### src/rtl/nn_pkg.sv
// Shared constants, index-width helper and FSM state type for the classifier datapath.
package nn_pkg;

    localparam int DATA_W      = 16;
    localparam int NUM_CLASSES = 10;
    localparam int NUM_IMAGES  = 10;

    function automatic int idx_width(input int n);
        return (n > 1) ? $clog2(n) : 1;
    endfunction

    localparam int CLASS_W = idx_width(NUM_CLASSES);
    localparam int IMAGE_W = idx_width(NUM_IMAGES);

    typedef enum logic {
        ACCUM = 1'b0,
        EMIT  = 1'b1
    } state_t;

endpackage

### src/rtl/score_max_cmp.sv
// Combinational running-max step: signed greater-than and index select.
module score_max_cmp
    import nn_pkg::*;
#(
    parameter int DATA_W = nn_pkg::DATA_W,
    parameter int IDX_W  = nn_pkg::CLASS_W
) (
    input  logic [DATA_W-1:0] cur_max,
    input  logic [IDX_W-1:0]  cur_idx,
    input  logic [DATA_W-1:0] cand,
    input  logic [IDX_W-1:0]  cand_idx,
    input  logic              first,
    output logic [DATA_W-1:0] next_max,
    output logic [IDX_W-1:0]  next_idx
);

    logic take;

    // Strict compare so a tie keeps the earlier (lower) class index.
    assign take     = first || ($signed(cand) > $signed(cur_max));
    assign next_max = take ? cand : cur_max;
    assign next_idx = take ? cand_idx : cur_idx;

endmodule

### src/rtl/argmax_classifier.sv
// Streams NUM_CLASSES signed scores per image and emits the argmax class,
// winning score and image index through a valid/ready result port.
module argmax_classifier
    import nn_pkg::*;
#(
    parameter int DATA_W      = nn_pkg::DATA_W,
    parameter int NUM_CLASSES = nn_pkg::NUM_CLASSES,
    parameter int NUM_IMAGES  = nn_pkg::NUM_IMAGES
) (
    input  logic              clk,
    input  logic              reset,
    input  logic              score_valid,
    input  logic [DATA_W-1:0] score_data,
    output logic              score_ready,
    output logic              result_valid,
    input  logic              result_ready,
    output logic [3:0]        result_class,
    output logic [DATA_W-1:0] result_score,
    output logic [3:0]        result_image,
    output logic              batch_done
);

    localparam int CW = idx_width(NUM_CLASSES);
    localparam int IW = idx_width(NUM_IMAGES);
    localparam logic [CW-1:0] LAST_CLASS = CW'(NUM_CLASSES - 1);
    localparam logic [IW-1:0] LAST_IMAGE = IW'(NUM_IMAGES - 1);

    state_t            state;
    logic [CW-1:0]     class_cnt;
    logic [IW-1:0]     image_cnt;
    logic [DATA_W-1:0] running_max_p0;
    logic [CW-1:0]     best_idx_p0;
    logic              batch_done_p0;

    logic [DATA_W-1:0] next_max;
    logic [CW-1:0]     next_idx;
    logic              score_xfer;
    logic              result_xfer;

    assign score_ready  = (state == ACCUM);
    assign result_valid = (state == EMIT);
    assign score_xfer   = score_valid && score_ready;
    assign result_xfer  = result_valid && result_ready;

    score_max_cmp #(
        .DATA_W (DATA_W),
        .IDX_W  (CW)
    ) u_cmp (
        .cur_max  (running_max_p0),
        .cur_idx  (best_idx_p0),
        .cand     (score_data),
        .cand_idx (class_cnt),
        .first    (class_cnt == '0),
        .next_max (next_max),
        .next_idx (next_idx)
    );

    always_ff @(posedge clk or posedge reset) begin
        if (reset) begin
            state          <= ACCUM;
            class_cnt      <= '0;
            image_cnt      <= '0;
            running_max_p0 <= '0;
            best_idx_p0    <= '0;
            batch_done_p0  <= 1'b0;
        end else begin
            batch_done_p0 <= 1'b0;
            if (score_xfer) begin
                running_max_p0 <= next_max;
                best_idx_p0    <= next_idx;
                if (class_cnt == LAST_CLASS) begin
                    class_cnt <= '0;
                    state     <= EMIT;
                end else begin
                    class_cnt <= class_cnt + 1'b1;
                end
            end
            // Result handshake: release the FSM and advance the image index.
            if (result_xfer) begin
                state         <= ACCUM;
                batch_done_p0 <= (image_cnt == LAST_IMAGE);
                image_cnt     <= (image_cnt == LAST_IMAGE) ? '0 : image_cnt + 1'b1;
            end
        end
    end

    // Result fields are the registered max/index, held unchanged throughout EMIT.
    assign result_class = 4'(best_idx_p0);
    assign result_score = running_max_p0;
    assign result_image = 4'(image_cnt);
    assign batch_done   = batch_done_p0;

endmodule

### config.mk
export PLATFORM = sky130hd
export DESIGN_NAME = argmax_classifier
export DESIGN_NICKNAME = d
export VERILOG_FILES = /design/src/rtl/nn_pkg.sv /design/src/rtl/score_max_cmp.sv /design/src/rtl/argmax_classifier.sv
export SDC_FILE = /design/constraint.sdc
export NUM_CORES = 1
export LEC_CHECK = 0
export CAP_MARGIN = 20
export CORE_AREA = 2 2 62 64
export DETAILED_ROUTE_END_ITERATION = 16
export DIE_AREA = 0 0 64 66
export PLACE_DENSITY = 0.82
export SLEW_MARGIN = 20
export SYNTH_ARGS = -nofsm -noshare
export SYNTH_HDL_FRONTEND = slang
export SYNTH_SLANG_ARGS = --single-unit
### constraint.sdc
create_clock -name clk -period 4.1 [get_ports clk]
set_input_delay 0.615 -clock clk [delete_from_list [all_inputs] [get_ports clk]]
set_output_delay 0.615 -clock clk [all_outputs]
set_load 0.02 [all_outputs]
* Word-level counts from Yosys, hierarchy flattened
Index checks and enable logic that the tools add are counted.
** Storage, ports and cells
- Flip-flop bits (word level) :: 30
- Logic and storage cells :: 26
** Cells by class
- Add/sub/neg operators :: 2
- Magnitude comparators :: 1
- Equal/unequal tests :: 2
- Multiplexer cells :: 6
- Bitwise gates (word level) :: 1
- Reductions and logical operators :: 8
** Operator list (count)
- $gt A16 B16 Y1 :: 1
- $add A4 B1 Y4 const B :: 2
- $eq A4 B4 Y1 const B :: 2
- $mux W4 :: 2
- $logic_not A4 Y1 :: 1
- $mux W1 :: 4
- $reduce_and A2 Y1 :: 2
- $reduce_bool A2 Y1 :: 2
- $logic_and A1 B1 Y1 :: 2
- $logic_or A1 B1 Y1 :: 1
- $not A1 Y1 :: 1

* Longest topological paths before layout
Gate-level depths: netlist of the first run.
- Word-level depth :: 4
- Mapped depth :: 9

* Modules after synthesis
A second synthesis of the first run with hierarchy kept.
** Unflattened totals
- Cells, all modules :: 163
- Area, all modules :: 2047.0 sq um
** Modules (own cells, without submodules)
- argmax_classifier :: times used 1, cells an instance 83, area each 1292.5 sq um, sequential area each 750.7 sq um
- score_max_cmp :: times used 1, cells an instance 80, area each 754.5 sq um, sequential area each 0.0 sq um

* Worst setup path after synthesis of the first run
No wires, ideal clock.
- Path kind :: input to register
- Start :: input port score_data[13]
- End :: register best_idx_p0[1] (netlist: result_class[1])
- Setup time :: 0.125 ns
- Arrival time :: 2.426 ns
- Required time :: 3.975 ns
- Slack :: 1.549 ns
- Cell stages on the path :: 8
- Buffers on the path :: 1
- Cell sequence :: ha_1 a21oi_1 o21ai_1 a311o_1 a211o_1 a21oi_2 buf_6 mux2_4
** Between the ends
- Word-level cells in the longest chain between the ends :: 3
** RTL lines
- start, declared :: RTL line argmax_classifier.sv:13 : input logic [DATA_W-1:0] score_data,
- $gt A16 B16 Y1 :: RTL line score_max_cmp.sv:20 : assign take = first || ($signed(cand) > $signed(cur_max));
- $logic_or A1 B1 Y1 :: RTL line score_max_cmp.sv:20
- $reduce_and A2 Y1 (no source line)
- end signal, assigned :: RTL line argmax_classifier.sv:70 : best_idx_p0 <= next_idx;
- end, declared :: RTL line argmax_classifier.sv:32 : logic [CW-1:0] best_idx_p0;
Every way passes these cells.
A chain may end at the register's enable or synchronous reset.

* Worst setup path in the final report of the first run
- Start :: input port score_data[13]
- End :: register running_max_p0[8] (netlist: result_score[8])
** Between the ends
- Word-level cells in the longest chain between the ends :: 3
** RTL lines
- $gt A16 B16 Y1 :: RTL line score_max_cmp.sv:20
- $logic_or A1 B1 Y1 :: RTL line score_max_cmp.sv:20
- $reduce_and A2 Y1 (no source line)
- end signal, assigned :: RTL line argmax_classifier.sv:69 : running_max_p0 <= next_max;
- end, declared :: RTL line argmax_classifier.sv:31 : logic [DATA_W-1:0] running_max_p0;
Every way passes these cells.

==> results of run 1 <==
power by group:
| group | switching [mW] | internal (mW) |
|---|---|---|
| clock network | 0.101 | 0.142 |
| registers | 0.137 | 0.435 |
| logic | 0.514 | 0.585 |
registers in the layout, indices dropped and copies added, names as in the netlist:
name	cells
result_valid	1
result_image	4
result_class	4
batch_done	1
class_cnt	4
result_score	16
cells by family after synthesis:
| logic type | Yosys count | synth area share, % |
|---|---|---|
| mux | 20 | 16.8 |
| buf+inv | 22 | 5.56 |
| flops | 30 | 42.7 |
| compound gates | 23 | 8.40 |
| xor+xnor | 4 | 1.99 |
| simple gates | 36 | 13.1 |
| fa+ha+maj | 16 | 11.4 |
Yosys cell counts (2+ instances only):
cell type                  n
sky130_fd_sc_hd__a21o_1    3
sky130_fd_sc_hd__nor3b_1   3
sky130_fd_sc_hd__buf_6     2
sky130_fd_sc_hd__nand2_1   7
sky130_fd_sc_hd__mux2_4   19
sky130_fd_sc_hd__nand3_1   3
sky130_fd_sc_hd__a21oi_1   6
sky130_fd_sc_hd__o22ai_1   2
sky130_fd_sc_hd__nor2_1    2
sky130_fd_sc_hd__nor3_1    3
sky130_fd_sc_hd__xnor2_1   3
sky130_fd_sc_hd__inv_1    20
sky130_fd_sc_hd__dfrtp_1  30
sky130_fd_sc_hd__nor2b_1   5
sky130_fd_sc_hd__ha_1     16
sky130_fd_sc_hd__nand4_2   2
sky130_fd_sc_hd__o21ai_0   5
sky130_fd_sc_hd__nor4_1    2
sky130_fd_sc_hd__nand4_1   4
area by class of cell:
cell class | instances | area [sq um] | share of cell area (%)
clock inverter | 1 | 30.0 | 1.28
timing repair buffer | 48 | 475 | 20.2
multi-input combinational | 99 | 908 | 38.6
inverter | 20 | 75.1 | 3.19
sequential | 30 | 751 | 31.9
tap | 48 | 60.1 | 2.55
clock buffer | 6 | 51.3 | 2.18
final timing paths:
path | startpoint | to | slack, ps | cells past startpoint
worst max-delay path | score_data[13] | result_score[8] | 1200 | 9
worst min register to register | result_class[1] | result_class[1] | 520 | 1
worst max register to register | result_score[13] | result_score[8] | 1490 | 9
worst min-delay path | result_class[1] | result_class[1] | 520 | 1
min in group asynchronous | reset | result_score[5] | 680 | 2
max in group asynchronous | reset | result_image[0] | 3010 | 2
through the flow:
stage | total power, mW | cells | hold slack (ps) | util [%]
2_1_floorplan | 1.28 | 151 | 482 | -
3_3_place_gp | 1.62 | 245 | 502 | 63.9
3_5_place_dp | 1.67 | 245 | 495 | 63.9
4_1_cts | 1.92 | 252 | 524 | 66.2
5_1_grt | 2.05 | 252 | 552 | 66.2
6_report | 1.91 | 252 | 524 | 66.2
routing by layer:
layer / up-vias / global-route usage, % / wire [um]
met5: - / 0 / 0
met2: 40 / 36.1 / 1920
li1: 641 / - / -
met4: 0 / 6.79 / 46
met3: 8 / 6.64 / 237
met1: 646 / 23.7 / 1630
==> flow_results.org, run 1 <==
** Run status
- Status :: finished, final reports clean

** CTS
- Counting every sink on the clock net gives 30.
- Post-CTS timing repair inserted 0 buffers for setup.
- Maximum level of the CTS H-tree :: 2
- Post-CTS sizing :: 0
- Number of hold buffers added after CTS :: 0
- CTS max path bufs :: 2
- Clock tree synthesis selected as its root buffer the cell sky130_fd_sc_hd__clkbuf_4.
- At the later pin of the worst-skew pair, clock insertion delay measures 330 ps.
- After clock tree synthesis, the clock-pin slew on the worst setup and hold paths is 90 ps.
- CTS tree :: built
- Clock buffers created by TritonCTS :: 5

** Timing
- After layout, the minimum clock period comes to 2900 ps.
- Final setup violation count :: 0
- Hold Fails Final Rpt :: 0
- In the final timing run, aggregate negative setup slack is 0 ps.
- For the pin with the worst max-slew slack, the measured transition is 616 ps.
- In this run the tightest slew margin relative to its limit is 58.9%.
- PnR worst setup slack :: 1200 ps
- Max-slew violation count :: 0
- Based on the critical path, the design can be clocked at up to 345 MHz.
- Unrepaired setup endpoints after global routing :: no
- Tcrit/Tclk final :: 70.7%
- The clock arrives with 8.06 ps of skew.

** Global routing
- In the global route stage, overall resource usage came out at 20.6%.
- For this run the aggregate overflow at the end of global routing stands at 0.
- The first global-routing pass estimated 6.65 mm of wire.
- Entering global routing, the biggest net connects 31 pins.
- The via count of the first global-routing pass was 1,435.
- Initial antenna violation count :: 0

** Die
- The die is 66 um tall.
- The die covers 0.00422 sq mm.
- Area of the core :: 0.00355 sq mm
- Row generation in the floorplan step produced 22 rows.
- Count of boundary I/O pins :: 47
- Initial core utilization :: 49.5%
- Horizontal extent of the die :: 64 um

** Layout
- Commonest non-fill, non-tap cell in the layout :: sky130_fd_sc_hd__clkdlybuf4s50_1
- Compared with the post-synthesis result, the final layout area differs by 33.8%.
- Post-Layout Inst Area :: 0.00235 sq mm
- The number of antenna diodes in the final layout is 0.
- Layout fillers :: 256
- In the final design database the tool counted 240 nets.
- Cells with a size suffix above 1 make up 16.7% of the layout.
- In the layout the commonest cells are sky130_fd_sc_hd__clkdlybuf4s50_1 (46), sky130_fd_sc_hd__dfrtp_1 (30), sky130_fd_sc_hd__inv_1 (19), sky130_fd_sc_hd__mux2_4 (19), sky130_fd_sc_hd__ha_1 (16).

** Critical path
- Along the worst path, the maximum fanout reaches 10.
- Chain of cells forming the critical path :: clkdlybuf4s50_1 > ha_1 > a21oi_1 > o21ai_1 > a311o_1 > a211o_1 > a21oi_2 > buf_4 > mux2_4
- Critical path class :: in -> reg
- STA puts the critical path data required time at 4310 ps.
- For this run, the slowest stage of the critical path takes 430 ps.
- The largest individual stage delay along the critical path comes from the cell sky130_fd_sc_hd__clkdlybuf4s50_1.
- Combined buffer and inverter count along the critical path :: 2
- Startpoint type of the worst setup path :: primary input
- For the worst setup path, the data arrival time is 3110 ps.
- Kind of cell adding the most delay to the critical path :: compound AO/OA/AOI/OAI gates
- Critical Path Sink Type :: register

** Drt
- Total Routed Length :: 3.83 mm
- Number of routed nets with antenna violations :: 0
- Number of detailed-routing iterations run before antenna repair :: 4
- Total via count in the routed design :: 1,335
- Routed WL per cell :: 15.2 um
- # DRC :: 0
- The detailed router finished its first iteration with 78 violations.
- Vias per cell :: 5.30

** Power
- The analysis attributes to cell leakage a power of 1.11 nW.
- Power spread over the standard cell area amounts to 814 mW/mm^2.
- Max rail drop VDD :: 0.434 mV

** Logic synthesis
- For this run, asynchronously set or reset flops after synthesis account for 100%.
- Number of enable-type register cells in the synthesized netlist :: 0
- Synth warnings :: 0
- Fraction of the yosys area taken by sequential cells :: 42.7%
- The most used flip-flop cell after synthesis is sky130_fd_sc_hd__dfrtp_1.
- The mapped netlist covers 0.00176 sq mm.
- Leading area contributor after synthesis :: sky130_fd_sc_hd__dfrtp_1
- FF+latch count, synth :: 30
- Synthesized area divided by synthesized cell count :: 11.6 sq um
- Synth area leaders :: sky130_fd_sc_hd__dfrtp_1 (43%), sky130_fd_sc_hd__mux2_4 (16%), sky130_fd_sc_hd__ha_1 (11%), sky130_fd_sc_hd__inv_1 (4.3%), sky130_fd_sc_hd__nor2b_1 (1.8%)
- Share of the synthesized area in the top cell type :: 42.7%
- Library cells used by synthesis :: 33
- After technology mapping, the gate count stands at 151.
- Synthesis produced a netlist with a net count of 187.

** Place
- DP Area :: 0.00227 sq mm
- Once detailed placement completed, the half-perimeter wirelength came to 2.90 mm.
- Port buffering added 46 buffers.
- Setup slack at placement :: 911 ps
- The congestion estimate from routability-driven global placement came to 0.787.

** Run
- Number of max-cap violations :: 0

** Hold path
- The path class of the tightest hold or removal check is reg -> reg.
Note: power is estimated with default switching activity, not from simulation.
==> run 2, diff against run 1 <==
- CORE_AREA: 2 2 62 64 -> 2 2 67 69
- DIE_AREA: 0 0 64 66 -> 0 0 69 71
- PLACE_DENSITY: 0.82 -> 0.74
- clock period: 4.1 -> 2.5 ns (I/O delays scaled with it)
==> run 2 against run 1 <==
Net effect:
- clock power grew 100%
- non-clock buffer count grew 13
- combinational power grew 96%
- cell area grew 14%
- largest power group unchanged
- clock skew shrank 6.1 ps
- sequential cell count is the same
- final cell count grew 6.7%
==> flow_results.org, run 2 (synthesized netlist as in run 1, its figures left out) <==
** Die
- Total Die Area :: 0.00490 sq mm
- Die span in y :: 71 um
- The total area inside the core boundary comes to 0.00420 sq mm.
- The initialized floorplan defines 24 standard-cell rows.
- For this configuration, the core starts out at a cell density of 41.8%.
- Count of boundary I/O pins :: 47
- Horizontal extent of the die :: 69 um

** Power
- Post-route total power :: 3.58 mW
- Static leakage :: 1.26 nW
- Across the VDD grid, the largest voltage drop is 0.766 mV.
- Registers are responsible for 25.8% of the overall power.
- NetSw :: 1.35 mW
- Share of total power consumed by net switching :: 37.6%
- PD cells :: 1340 mW/mm^2
- The internal power of the cells totals 2.24 mW.
- In this run, the clock network consumes 13.8% of the power.
- Part of the power in combinational logic :: 60.4%

** Timing
- The clock period could shrink to 2460 ps.
- Unrepaired setup endpoints after global routing :: yes
- Sum Neg Setup Slack :: 0 ps
- Max transition margin :: 68.4%
- The number of pins with negative max-slew slack in the final report came to 0.
- Setup violations remaining at the end of the flow were counted as 0.
- Of the available clock period, the critical path in the final layout requires 98.3%.
- The number of hold violations in the final report was 0.
- Worst-case clock skew :: 1.98 ps
- Measured slew at the worst slew-check pin :: 469 ps
- Across all setup checks in the final design, the least slack found is 41.5 ps.
- Highest clock frequency the design can meet :: 407 MHz

** Critical path
- Worst reg2reg path startpoint :: result_score[8]
- Critical path class :: in -> reg
- Critical Path Source :: score_data[15]
- Critical path peak fanout :: 7
- STA puts the critical path data required time at 2670 ps.
- Arrival time reported for the critical path endpoint :: 2620 ps
- Critical Path Sink Type :: register
- Startpoint type of the worst setup path :: primary input

** Place
- Port buffering added 46 buffers.
- Total half-perimeter wirelength after legalization and detailed placement :: 2.62 mm
- Setup slack at placement :: -392 ps
- Routability-driven placement finished with a final weighted congestion of 0.791.
- Placed instance count :: 262

** Layout
- Highest-count cells in the layout ignoring fill and taps :: sky130_fd_sc_hd__clkdlybuf4s50_1 (35), sky130_fd_sc_hd__dfrtp_1 (30), sky130_fd_sc_hd__mux2_4 (19)
- The net count of the finished layout is 253.
- Number of diodes :: 0
- Excluding fillers, the count of instances in the completed layout stands at 269.
- Commonest non-fill, non-tap cell in the layout :: sky130_fd_sc_hd__clkdlybuf4s50_1
- Area grow syn2layout :: 51.9%
- Number of flip-flops in the largest register :: 16
- Final core occ :: 63.5%
- Share of final-layout standard cells stronger than drive strength 1 :: 28.1%

** Drt
- Total Routed Length :: 3.91 mm
- Summing over every cut layer, the via total after detailed routing is 1,370.
- Number of routed nets with antenna violations :: 0
- Drt first-iter violations :: 55
- For this run, the detailed router's first-pass iteration total came to 4.
- Routed WL per cell :: 14.5 um
- In the routed design, unresolved DRC markers number 0.
- Using the TritonRoute via totals, the vias-per-cell ratio works out to 5.09.

** Global routing
- For this run, the total global-route usage over all layers was measured as 16.9%.
- Initial antenna violation count :: 0
- The first global-routing pass estimated 6.49 mm of wire.
- Summed over all layers, the global routing overflow is 0.
- Entering global routing, the biggest net connects 31 pins.
- The via count of the first global-routing pass is 1,378.

** CTS
- Hold repair after CTS inserted 0 buffers.
- For the worst-skew pair, the clock arrives at the later sink with an insertion delay of 280 ps.
- In this run, CTS created clock tree buffers numbering 5.
- The H-tree was split into 2 levels.
- TritonCTS built the clock tree.
- Clock slew seen by the registers of the worst setup and hold paths :: 60 ps
- Clock Tree Root :: sky130_fd_sc_hd__clkbuf_8
- The longest clock path from root to sink contains 2 buffers.
- Number of clock sinks :: 30

** Hold path
- The worst hold path belongs to the class in -> reg.
- The startpoint identified for the worst hold timing path is score_data[8].

** Run status
- Status :: finished, final reports clean

** Run
- Across the run, the number of max-cap violations was 0.
run 2: power by group through the flow:
| stage | registers (mW) | clock network [mW] | logic [mW] |
|---|---|---|---|
| finish | 0.925 | 0.494 | 2.16 |
| CTS | 0.928 | 0.506 | 2.10 |
| detailed placement | 0.930 | 0 | 1.90 |
| global route | 0.965 | 0.532 | 2.31 |
| global placement | 0.926 | 0 | 1.86 |
| floorplan | 1.13 | 0 | 0.972 |
run 2: layer usage:
layer / vias up / global-route usage [%] / routed length, um
li1: 668 / - / -
met1: 664 / 21.2 / 1740
met2: 32 / 27.4 / 1910
met3: 6 / 4.99 / 185
met4: 0 / 7.41 / 68
met5: - / 0 / 0
run 2: final cells by class:
cell class / count / area (sq um)
fillers: 336 / 1540
multi-input cells: 99 / 1070
clock buffers: 6 / 82.6
inverters: 20 / 75.1
flip-flops and latches: 30 / 751
clock inverters: 1 / 30.0
repair buffers: 61 / 597
well taps: 52 / 65.1
run 2: final timing paths:
path	depth (start not counted)	slack, ps	end
max	10	40	result_score[2]
min	2	370	result_score[8]
max reg2reg	9	80	result_score[2]
min reg2reg	1	520	class_cnt[0]
max in group asynchronous	3	1740	result_valid
min in group asynchronous	3	470	result_image[3]
run 2: timing repair:
item,4_1_cts,5_1_grt
pin swaps,5,12
setup endpoints to repair,19,19
setup buffers,0,1
gates resized for setup,20,14
run 2: worst max-delay path, cell delays in order:
cell and delay [ps]:
sky130_fd_sc_hd__clkdlybuf4s50_1 440, sky130_fd_sc_hd__ha_1 330, sky130_fd_sc_hd__nand2_2 90, sky130_fd_sc_hd__nor3_1 230, sky130_fd_sc_hd__a311o_1 180, sky130_fd_sc_hd__buf_4 130, sky130_fd_sc_hd__o22ai_1 110, sky130_fd_sc_hd__a21oi_4 240
sky130_fd_sc_hd__buf_6 180, sky130_fd_sc_hd__mux2_4 310
run 2: per-stage QoR:
step	area (sq um)	hold slack [ps]
2_1_floorplan	1760	466
3_3_place_gp	2370	506
3_5_place_dp	2370	499
4_1_cts	2610	483
5_1_grt	2670	370
6_report	2670	374
==> run 3, diff against run 2 <==
- CORE_AREA: 2 2 67 69 -> 2 2 71 73
- DIE_AREA: 0 0 69 71 -> 0 0 73 75
- GPL_TIMING_DRIVEN: default -> 0
- SYNTH_HIERARCHICAL: default -> 1
==> run 3 against run 2 <==
Net effect:
- the flow now finishes with violations (negative setup slack)
- synthesized cell count increased by 7.9%
- sequential share of layout area decreased by 2.9 points
- register-to-register slack got worse by 210 ps
- sequential cell count unchanged
- clock-buffer cell count increased by 1
- routed wire length increased by 15%
- die area increased by 12%
- final cell count increased by 5.9%
- utilization increased by 1.0 points
- maximum frequency decreased by 6.6%
- power increased by 23%
- critical path type is now reg -> reg
==> flow_results.org, run 3 <==
** Run status
- Status :: finished, violations left
- The checks that failed: negative setup slack.

** Critical path
- Worst reg2reg path startpoint :: result_score[9]
- Number of cells on the worst reg-to-reg path :: 11
- Grouping stages by cell kind, the critical path spends the most delay in multiplexers.
- The number of buffers and inverters on the critical path is 3.
- Delay contributed by the slowest stage of the critical path :: 410 ps
- Slowest cell on crit path :: sky130_fd_sc_hd__dfrtp_2
- Of all nets on the critical path, the largest fanout is 5.
- Counting stages on the worst path, the most repeated cell is sky130_fd_sc_hd__mux2_4.
- Critical path class :: reg -> reg
- Setup slack, reg-to-reg :: -130 ps
- STA classifies the critical path endpoint as a register.
- For the worst setup path, the data required time is 2670 ps.
- Arrival time reported for the critical path endpoint :: 2800 ps
- Chain of cells forming the critical path :: inv_2 > ha_4 > a21oi_2 > nor2_1 > a311o_1 > a221oi_2 > mux2i_2 > buf_6 > buf_8 > mux2_4 > mux2_4
- Startpoint type of the worst setup path :: register
- The endpoint identified for the worst register-to-register timing path is result_class[1].

** Logic synthesis
- Fraction of the yosys area taken by sequential cells :: 36.7%
- Number of standard cells after synthesis :: 163
- Synthesized area divided by synthesized cell count :: 12.6 sq um
- Yosys printed 6 warnings.
- When the netlist entered floorplanning its net count stood at 199.
- Synth area leaders :: sky130_fd_sc_hd__dfrtp_1 (37%), sky130_fd_sc_hd__mux2_4 (27%), sky130_fd_sc_hd__ha_1 (9.8%), sky130_fd_sc_hd__inv_1 (3.5%), sky130_fd_sc_hd__buf_12 (2.0%)
- Counting distinct cell types in the post-synthesis netlist gives 31.
- Of all cell types, the one taking the most synthesized area is sky130_fd_sc_hd__dfrtp_1.
- Among all flip-flop cells after synthesis, the most frequent one is sky130_fd_sc_hd__dfrtp_1.
- Of the post-synthesis cell area, the dominant cell type holds 36.7%.
- In the synthesized netlist, the cells that appear most often are sky130_fd_sc_hd__mux2_4 (37), sky130_fd_sc_hd__dfrtp_1 (30), sky130_fd_sc_hd__inv_1 (19).
- Counting flops with an async set or reset pin after synthesis yields a share of 100%.
- FF+latch count, synth :: 30
- Netlist Area Pre-Place :: 0.00205 sq mm
- The synthesized design contains 0 enable-type register cells.
- The most common cell in the synthesized netlist is sky130_fd_sc_hd__mux2_4.

** Die
- The die is 73 um wide.
- 47 I/O pins were placed.
- The floorplan step defined a die boundary enclosing 0.00548 sq mm.
- Die span in y :: 75 um
- Row generation in the floorplan step produced 25 rows.
- The core region is 0.00466 sq mm.
- The initial utilization of the core area, before any placement, comes to 43.9%.

** Timing
- Headroom to the max-slew limit came out at 53.6%.
- Worst-case clock skew :: 1.95 ps
- The routed design could run at a clock period as short as 2630 ps.
- Unrepaired setup endpoints after global routing :: yes
- Dividing the final minimum period by the clock period gives 105%.
- After layout, the worst setup slack is -132 ps.
- Hold Fails Final Rpt :: 0
- Final setup violation count :: 20
- Measured slew at the worst slew-check pin :: 689 ps
- The number of pins with negative max-slew slack in the final report was 0.
- Highest clock frequency the design can meet :: 380 MHz
- Sum Neg Setup Slack :: -2330 ps

** Layout
- Summing all flip-flop and latch instances after layout gives 758 sq um.
- The area growth from synthesis to layout is 46.9%.
- Layout fillers :: 349
- Share of final-layout standard cells stronger than drive strength 1 :: 44.6%
- Highest-count cells in the layout ignoring fill and taps :: sky130_fd_sc_hd__mux2_4 (40), sky130_fd_sc_hd__clkdlybuf4s50_1 (33), sky130_fd_sc_hd__dfrtp_1 (24)
- In the final layout, the multi-input gates occupy 0.00136 sq mm.
- Number of flip-flops in the largest register :: 16
- The number of antenna diodes in the final layout is 0.
- Number of nets in the finished design :: 266
- Final core occ :: 64.5%
- Leaving out fill and tap cells, the most frequent cell in the layout is sky130_fd_sc_hd__mux2_4.

** CTS
- Clock Tree Root :: sky130_fd_sc_hd__clkbuf_8
- TritonCTS built the clock tree.
- Counting along the longest clock path gives a buffer depth of 2.
- Clock buffers created by TritonCTS :: 5
- Number of clock sinks :: 30
- The clock reaches the later pin of the worst-skew pair after 280 ps.
- In this run the number of H-tree levels came out at 2.
- After clock tree synthesis, the clock-pin slew on the worst setup and hold paths is 70 ps.

** Global routing
- Largest net degree at the start of global routing :: 31
- The via count of the first global-routing pass came to 1,570.
- Global-route wire length before repair :: 7.30 mm
- In the global route stage, overall resource usage came out at 17.6%.
- The number of antenna violations at the first check in global routing was 0.
- Total congestion overflow :: 0

** Run
- Number of max-cap violations :: 0

** Drt
- Wires add up to 4.49 mm.
- In this run the remaining antenna-violating nets after routing total 0.
- The routed layout has 1,503 vias.
- After detailed routing, the average wire length per cell comes to 15.8 um.
- In this run, the number of DRC markers left after iteration 0 of detailed routing was 44.
- Number of detailed-routing iterations run before antenna repair :: 4
- After detailed routing, the number of remaining DRC violations is 0.
- Using the TritonRoute via totals, the vias-per-cell ratio works out to 5.27.

** Power
- VDD sags by at most 0.744 mV.
- Dividing total power by cell area gives a power density of 1470 mW/mm^2.
- NetSw :: 1.62 mW
- Clock Power Share :: 11.6%
- The analysis attributes to cell leakage a power of 1.40 nW.
- Internal power comes to 2.79 mW.
- The share of total power dissipated in combinational logic is 66.1%.
- Relative contribution of sequential cells to total power :: 22.2%
- Net switching is 36.8% of the power.

** Place
- The HPWL after detailed placement is 2.84 mm.
- Buffers added on ports :: 46
- Routability-driven placement finished with a final weighted congestion of 0.769.

** Hold path
- The min-delay analysis places its worst path in the category in -> async.
[run 3: changes by cell type in the layout (fill, tap and decap cells not counted), sizes merged, moves of 3 or more]
| cell | change |
|---|---|
| dlygate4sd2 | +9 |
| nand2 | -4 |
| mux2 | +21 |
| a221oi | +3 |
| dlymetal6s2s | -7 |
| nand3b | +4 |
| buf | +4 |
| o21ai | -3 |
[run 3: power groups by stage]
stage / Clock, mW / Sequential (mW) / Combinational [mW]
6_report: 0.513 / 0.982 / 2.92
5_1_grt: 0.549 / 1.02 / 3.12
4_1_cts: 0.527 / 0.984 / 2.86
3_5_place_dp: 0 / 1.02 / 2.39
3_3_place_gp: 0 / 1.01 / 2.34
2_1_floorplan: 0 / 1.21 / 1.50
[run 3: worst max-delay path by stage]
stage	from	end	slack, ps	cells past startpoint
global placement	score_data[11]	result_score[11]	-620	10
floorplan	result_score[12]	result_score[15]	-100	10
finish	result_score[9]	result_class[1]	-130	11
CTS	result_score[14]	result_score[5]	-80	11
detailed placement	score_data[11]	result_class[1]	-670	10
global route	result_score[9]	result_score[15]	-200	11
[run 3: through the flow]
stage	total power [mW]	area [sq um]	std cells	hold slack, ps	setup WS (ps)
after CTS	4.37	2990	284	524	-78.1
after global routing	4.68	3010	285	540	-202
final	4.42	3010	285	505	-132
after global placement	3.35	2640	263	508	-621
after detailed placement	3.41	2640	263	518	-665
after floorplan	2.71	2120	163	465	-98.6
[run 3: cell families (layout without fill, tap and decap cells)]
group                    Yosys count  after routing  synth area share [%]
multiplexers                      41             41                  29.3
flip-flops                        30             30                  36.7
AND/OR/NAND/NOR                   29             29                  8.99
AO/OA/AOI/OAI                     19             19                  6.48
XOR/XNOR                           4              4                  1.71
adder cells (fa/ha/maj)           16             16                  9.78
buffers and inverters             24             92                  7.09
[run 3: layout make-up]
cell class | instances | area share, %
flip-flops and latches | 30 | 25.2
clock buffers | 7 | 2.87
well taps | 54 | 2.25
inverters | 19 | 2.37
multi-input cells | 109 | 45.1
clock inverters | 1 | 0.999
repair buffers | 60 | 18.6
plain buffers | 5 | 2.58
[run 3: metal layers]
layer | GRT usage, % | vias to the layer above | share of wire, % | wire, um
li1 | - | 717 | - | -
met1 | 21.2 | 731 | 45 | 2040
met2 | 30.3 | 44 | 48 | 2150
met3 | 5.35 | 11 | 4.9 | 218
met4 | 5.76 | 0 | 1.7 | 78
met5 | 0 | - | 0 | 0
[run 3: what timing repair did]
item / CTS / global route
gates cloned: 2 / 0
pin swaps: 12 / 3
gates resized for setup: 42 / 2
buffers inserted: 11 / 1
hold buffers: 0 / 0
setup endpoints to repair: 20 / 20
[run 3: worst register-to-register path, stage by stage, from the launching register on]
cell and delay, ps:
sky130_fd_sc_hd__dfrtp_2 410, sky130_fd_sc_hd__inv_2 70, sky130_fd_sc_hd__ha_4 200, sky130_fd_sc_hd__a21oi_2 130, sky130_fd_sc_hd__nor2_1 60, sky130_fd_sc_hd__a311o_1 290
sky130_fd_sc_hd__a221oi_2 230, sky130_fd_sc_hd__mux2i_2 260, sky130_fd_sc_hd__buf_6 160, sky130_fd_sc_hd__buf_8 140, sky130_fd_sc_hd__mux2_4 310, sky130_fd_sc_hd__mux2_4 260
